--- config.mk ---
export PLATFORM = sky130hd
export DESIGN_NAME = counter_8bit_flat
export DESIGN_NICKNAME = d
export VERILOG_FILES = /design/src/rtl/counter_8bit_if.sv /design/src/rtl/counter_8bit.sv /design/src/flat_wrapper.sv
export SDC_FILE = /design/constraint.sdc
export NUM_CORES = 1
export LEC_CHECK = 0
export ABC_AREA = 0
export CORE_MARGIN = 3
export CORE_UTILIZATION = 47
export CTS_CLUSTER_DIAMETER = 60
export CTS_CLUSTER_SIZE = 16
export DETAILED_ROUTE_END_ITERATION = 8
export PLACE_DENSITY = 0.88
export RECOVER_POWER = 100
export SYNTH_ARGS = -nofsm -noshare
export SYNTH_HDL_FRONTEND = slang
export SYNTH_SLANG_ARGS = --single-unit
--- constraint.sdc ---
create_clock -name clk -period 3 [get_ports clk]
set_input_delay 0.6 -clock clk [delete_from_list [all_inputs] [get_ports clk]]
set_output_delay 0.6 -clock clk [all_outputs]
set_load 0.1 [all_outputs]
--- src/rtl/counter_8bit_if.sv ---
// Control/status bundle for counter_8bit: master drives the controls, slave is the counter.
interface counter_8bit_if #(
  parameter int unsigned WIDTH = 8
);
  logic             en;
  logic             up_dn;
  logic             load;
  logic [WIDTH-1:0] load_val;
  logic [WIDTH-1:0] count;
  logic             zero;
  logic             tc;
  logic             wrapped;

  modport master (
    output en, up_dn, load, load_val,
    input  count, zero, tc, wrapped
  );

  modport slave (
    input  en, up_dn, load, load_val,
    output count, zero, tc, wrapped
  );
endinterface

--- src/rtl/counter_8bit.sv ---
// Up/down counter with clamped parallel load, zero/terminal-count/sticky-wrap status.
// Define COUNTER_8BIT_SATURATE_EN to pin at the limits instead of wrapping.
module counter_8bit #(
  parameter int unsigned      WIDTH       = 8,
  parameter logic [WIDTH-1:0] MAX_VALUE   = {WIDTH{1'b1}},
  parameter logic [WIDTH-1:0] RESET_VALUE = '0
) (
  input  logic           clk,
  input  logic           reset,
  counter_8bit_if.slave  bus
);

  localparam logic [WIDTH-1:0] ONE = 1;

  logic [WIDTH-1:0] r_count;
  logic             r_tc;
  logic             r_wrapped;

  logic [WIDTH-1:0] w_count_next;
  logic             w_tc_next;
  logic             w_wrapped_next;
  logic [WIDTH-1:0] w_load_clamped;
  logic             w_limit_hit;

  assign w_load_clamped = (bus.load_val > MAX_VALUE) ? MAX_VALUE : bus.load_val;
  assign w_limit_hit    = bus.en && !bus.load &&
                          (bus.up_dn ? (r_count == MAX_VALUE) : (r_count == '0));

`ifdef COUNTER_8BIT_SATURATE_EN
  // Remembers that the count is already pinned, so repeated pushes at a limit pulse tc only once.
  logic r_pinned;

  always_ff @(posedge clk) begin
    if (!reset) begin
      r_pinned <= 1'b0;
    end else if (bus.load) begin
      r_pinned <= 1'b0;
    end else if (bus.en) begin
      r_pinned <= w_limit_hit;
    end
  end
`endif

  always_comb begin
    w_count_next   = r_count;
    w_tc_next      = 1'b0;
    w_wrapped_next = r_wrapped;
    if (bus.load) begin
      w_count_next   = w_load_clamped;
      w_wrapped_next = 1'b0;
    end else if (bus.en) begin
      if (w_limit_hit) begin
`ifdef COUNTER_8BIT_SATURATE_EN
        w_count_next = r_count;
        w_tc_next    = !r_pinned;
`else
        w_count_next = bus.up_dn ? '0 : MAX_VALUE;
        w_tc_next    = 1'b1;
`endif
        w_wrapped_next = 1'b1;
      end else begin
        w_count_next = bus.up_dn ? (r_count + ONE) : (r_count - ONE);
      end
    end
  end

  always_ff @(posedge clk) begin
    if (!reset) begin
      r_count   <= RESET_VALUE;
      r_tc      <= 1'b0;
      r_wrapped <= 1'b0;
    end else begin
      r_count   <= w_count_next;
      r_tc      <= w_tc_next;
      r_wrapped <= w_wrapped_next;
    end
  end

  assign bus.count   = r_count;
  assign bus.zero    = (r_count == '0);
  assign bus.tc      = r_tc;
  assign bus.wrapped = r_wrapped;

endmodule

--- src/flat_wrapper.sv ---
// flat-port wrapper written by rule: the top's interface ports become plain ports
module counter_8bit_flat 
#(
  parameter int unsigned      WIDTH       = 8,
  parameter logic [WIDTH-1:0] MAX_VALUE   = {WIDTH{1'b1}},
  parameter logic [WIDTH-1:0] RESET_VALUE = '0
)
  (clk, reset, bus_en, bus_up_dn, bus_load, bus_load_val, bus_count, bus_zero, bus_tc, bus_wrapped);
  counter_8bit_if #(.WIDTH(WIDTH)) bus_i ();
  input  logic clk;
  input  logic reset;
  input wire logic [$bits(bus_i.en)-1:0] bus_en;
  input wire logic [$bits(bus_i.up_dn)-1:0] bus_up_dn;
  input wire logic [$bits(bus_i.load)-1:0] bus_load;
  input wire logic [$bits(bus_i.load_val)-1:0] bus_load_val;
  output wire logic [$bits(bus_i.count)-1:0] bus_count;
  output wire logic [$bits(bus_i.zero)-1:0] bus_zero;
  output wire logic [$bits(bus_i.tc)-1:0] bus_tc;
  output wire logic [$bits(bus_i.wrapped)-1:0] bus_wrapped;
  assign bus_i.en = bus_en;
  assign bus_i.up_dn = bus_up_dn;
  assign bus_i.load = bus_load;
  assign bus_i.load_val = bus_load_val;
  assign bus_count = bus_i.count;
  assign bus_zero = bus_i.zero;
  assign bus_tc = bus_i.tc;
  assign bus_wrapped = bus_i.wrapped;
  counter_8bit #(.WIDTH(WIDTH), .MAX_VALUE(MAX_VALUE), .RESET_VALUE(RESET_VALUE)) u_core (.clk(clk), .reset(reset), .bus(bus_i));
endmodule
==> impl_results.md <==
- Share of cells above drive strength 1: 0.0963
- Port Buffers: 23
- First-pass GRT wire length: 4.19 mm
- CTS resizes: 0
- WP data required: 3170 ps
- Overall Global Routing Usage: 0.218
- Setup WS post-layout: 282 ps
- Largest net degree at the start of global routing: 16
- Final worst path period need: 2720 ps
- Post-synth EDFFs: 0
- Hold slack final: 488 ps
- Min-Delay Path Class: flip-flop to flip-flop
- Clock Path Buffers: 2
- Clock skew: 5.61 ps
- Cells after DPL: 156
- Area of placed instances: 1130 µm²
- Post-synthesis sequential area ratio: 0.223
- Hpwl dp: 1.84 mm
- Cts hold-fix bufs: 0
- Worst R2R Path Depth: 6
- Number of CTS-inserted buffers: 3
- Mapped cell area: 897 µm²
- Outcome: completed
- Pwr/cell area: 489 nW/µm²
- LEAKAGE: 0.456 nW
- Routed WL: 2.44 mm
- Startpoint class of the critical path: primary input
- Slew Viols, Final: 0
- CP Class: primary input to flip-flop
- Post-synth net total: 129
- Max-cap check violation count: 0
- Area share of the largest cell type after synthesis: 0.223
- Crit-path max FO: 13
- ANT cells: 0
- Nets: 156
- Area grow syn2layout: 22.9%
- Crit path launch: bus_up_dn
- Netlist cell types: 45
- Clock Tree Root: clkbuf_4
- RD Place Congestion: 0.867
- Maximum clock rate: 0.368 GHz
- Biggest area consumer among synthesized cells: dfxtp_1
- Chip width: 49.7 µm
- Pre-antenna DRT Iters: 4
- Antenna-violating nets left: 0
- Tcrit/Tclk final: 0.906
- Worst slew pin tran: 1170 ps
- Clock sink count: 10
- Drt drc: 0
- Core ar.: 1760 µm²
- Io pins: 24
- Vias in the first global route: 935
- Initial antenna violation count: 0
- Final Setup Violations: 0
- Rows: 15
- Post-CTS setup repair buffer count: 0
- Synth area leaders: dfxtp_1, ha_1, a21oi_1
- Crit. End Element: flip-flop
- H-tree depth: 1
- Worst Setup EP: u_core.bus.count[7]
- Mapped Cells: 109
- Starting density of the core: 0.509
- CTS tree: done
- RR Endpoint: u_core.bus.count[7]
- Final hold viol count: 0
- Top FF cell, synth: dfxtp_1
- Peak supply drop: 0.221 mV
- RSZ-0062 raised after global routing: false
- DR WL/cell: 15.2 µm
- Clk Latency, worst-skew pair: 280 ps
- Clock transition at the registers of the reported paths: 70 ps
- Tot Pwr: 539 µW
- Slew Limit Headroom: 0.223
- Synth Warn #: 0
- Grt total ovfl: 0
- Initial drt markers: 41
- Vias post-DR: 980
- Fin cells: 160
- Arrival @ worst endpoint: 2880 ps
- Mapped Avg Cell Area: 8.23 µm²
- Reg2reg setup slack: 820 ps
- Asr flop ratio synth: 0
- Flops & latches, synth: 10
- Fin util: 0.625
- Reg-to-reg critical path startpoint: u_core.bus.count[1]
- Setup_tns: 0 ps
- Post-Place Setup Slack: 127 ps
- Die ar.: 2470 µm²
- # fillers: 178
- Via density: 6.13
- Die Y: 49.7 µm
- Final instance area: 1100 µm²
==> routing by layer <==
metal,up-vias,routed length [µm],track usage
met5,-,0,0
met4,0,78,0.134
met3,9,180,0.0211
met2,50,1120,0.363
met1,449,1050,0.267
li1,472,-,-
==> cells in the mapped netlist (2+ instances only) <==
| master | count |
|---|---|
| nor2_1 | 7 |
| and3_1 | 2 |
| a221oi_1 | 2 |
| o21ai_1 | 2 |
| dfxtp_1 | 10 |
| a211oi_1 | 3 |
| nor4_1 | 3 |
| a21o_1 | 4 |
| ha_1 | 6 |
| and4_1 | 2 |
| inv_2 | 3 |
| a31o_1 | 2 |
| a21oi_1 | 9 |
| inv_1 | 5 |
| xnor2_1 | 3 |
| o211ai_1 | 2 |
| buf_4 | 2 |
| nand3_1 | 4 |
| a31oi_1 | 3 |
| nand2b_1 | 2 |
| nor3b_1 | 4 |
| o21ai_0 | 2 |
| nor3_1 | 2 |
| nand2_1 | 4 |
==> sequential cells by signal, summed over array words and instances (netlist names) <==
name,cells
u_core.bus.tc,1
u_core.bus.wrapped,1
u_core.bus.count,8
==> worst min-delay path by stage <==
stage / slack, ps / cells past startpoint / end / from
after floorplan: 720 / 1 / u_core.bus.tc / reset
after detailed placement: 480 / 2 / u_core.bus.wrapped / u_core.bus.wrapped
after global placement: 480 / 2 / u_core.bus.wrapped / u_core.bus.wrapped
after global routing: 550 / 2 / u_core.bus.wrapped / u_core.bus.wrapped
after CTS: 490 / 2 / u_core.bus.wrapped / u_core.bus.wrapped
final: 490 / 2 / u_core.bus.wrapped / u_core.bus.wrapped
==> layout by cell type, fill, tap and decap left out, types with 2 or more instances in the layout <==
master,synthesis,layout
clkdlybuf4s50_1,0,11
a21oi_1,9,10
clkbuf_1,1,10
dfxtp_1,10,10
nor2_1,7,8
inv_1,5,6
ha_1,6,6
nor3b_1,4,4
a21o_1,4,4
a211oi_1,3,4
nand2_1,4,4
nand3_1,4,4
nor4_1,3,3
a31oi_1,3,3
xnor2_1,3,3
clkbuf_4,0,3
inv_2,3,2
nand2b_1,2,2
o21ai_1,2,2
and4_1,2,2
and3_1,2,2
nor3_1,2,2
a221oi_1,2,2
o211ai_1,2,2
a31o_1,2,2
o21ai_0,2,2
buf_4,2,2
==> power by group <==
part | switching, mW | total (mW) | leakage [nW] | internal (mW)
Combinational | 0.172 | 0.252 | 0.353 | 0.0803
Clock | 0.0527 | 0.127 | 0.0210 | 0.0739
Sequential | 0.0167 | 0.160 | 0.0826 | 0.143
Total | 0.241 | 0.539 | 0.456 | 0.298
==> critical path, stage by stage <==
cell and delay [ps]:
clkdlybuf4s50_1 490, inv_2 120, ha_1 330, a211oi_1 460, nor4_2 100, mux2_4 320, o21ai_1 120, or3b_1 340
==> area by class of cell <==
class	instances	area [µm²]	area share
multi-input combinational	88	627	0.569
sequential	10	200	0.182
timing repair buffer	25	178	0.161
clock buffer	4	36.3	0.0329
tap	25	31.3	0.0284
inverter	8	30.0	0.0272
==> cells by family after synthesis <==
family / share of synthesized area
AO/OA/AOI/OAI: 0.300
XOR/XNOR: 0.0293
adder cells (fa/ha/maj): 0.106
buffers and inverters: 0.0544
flip-flops: 0.223
multiplexers: 0.0167
AND/OR/NAND/NOR: 0.271
(Power assumes the default switching activity.)
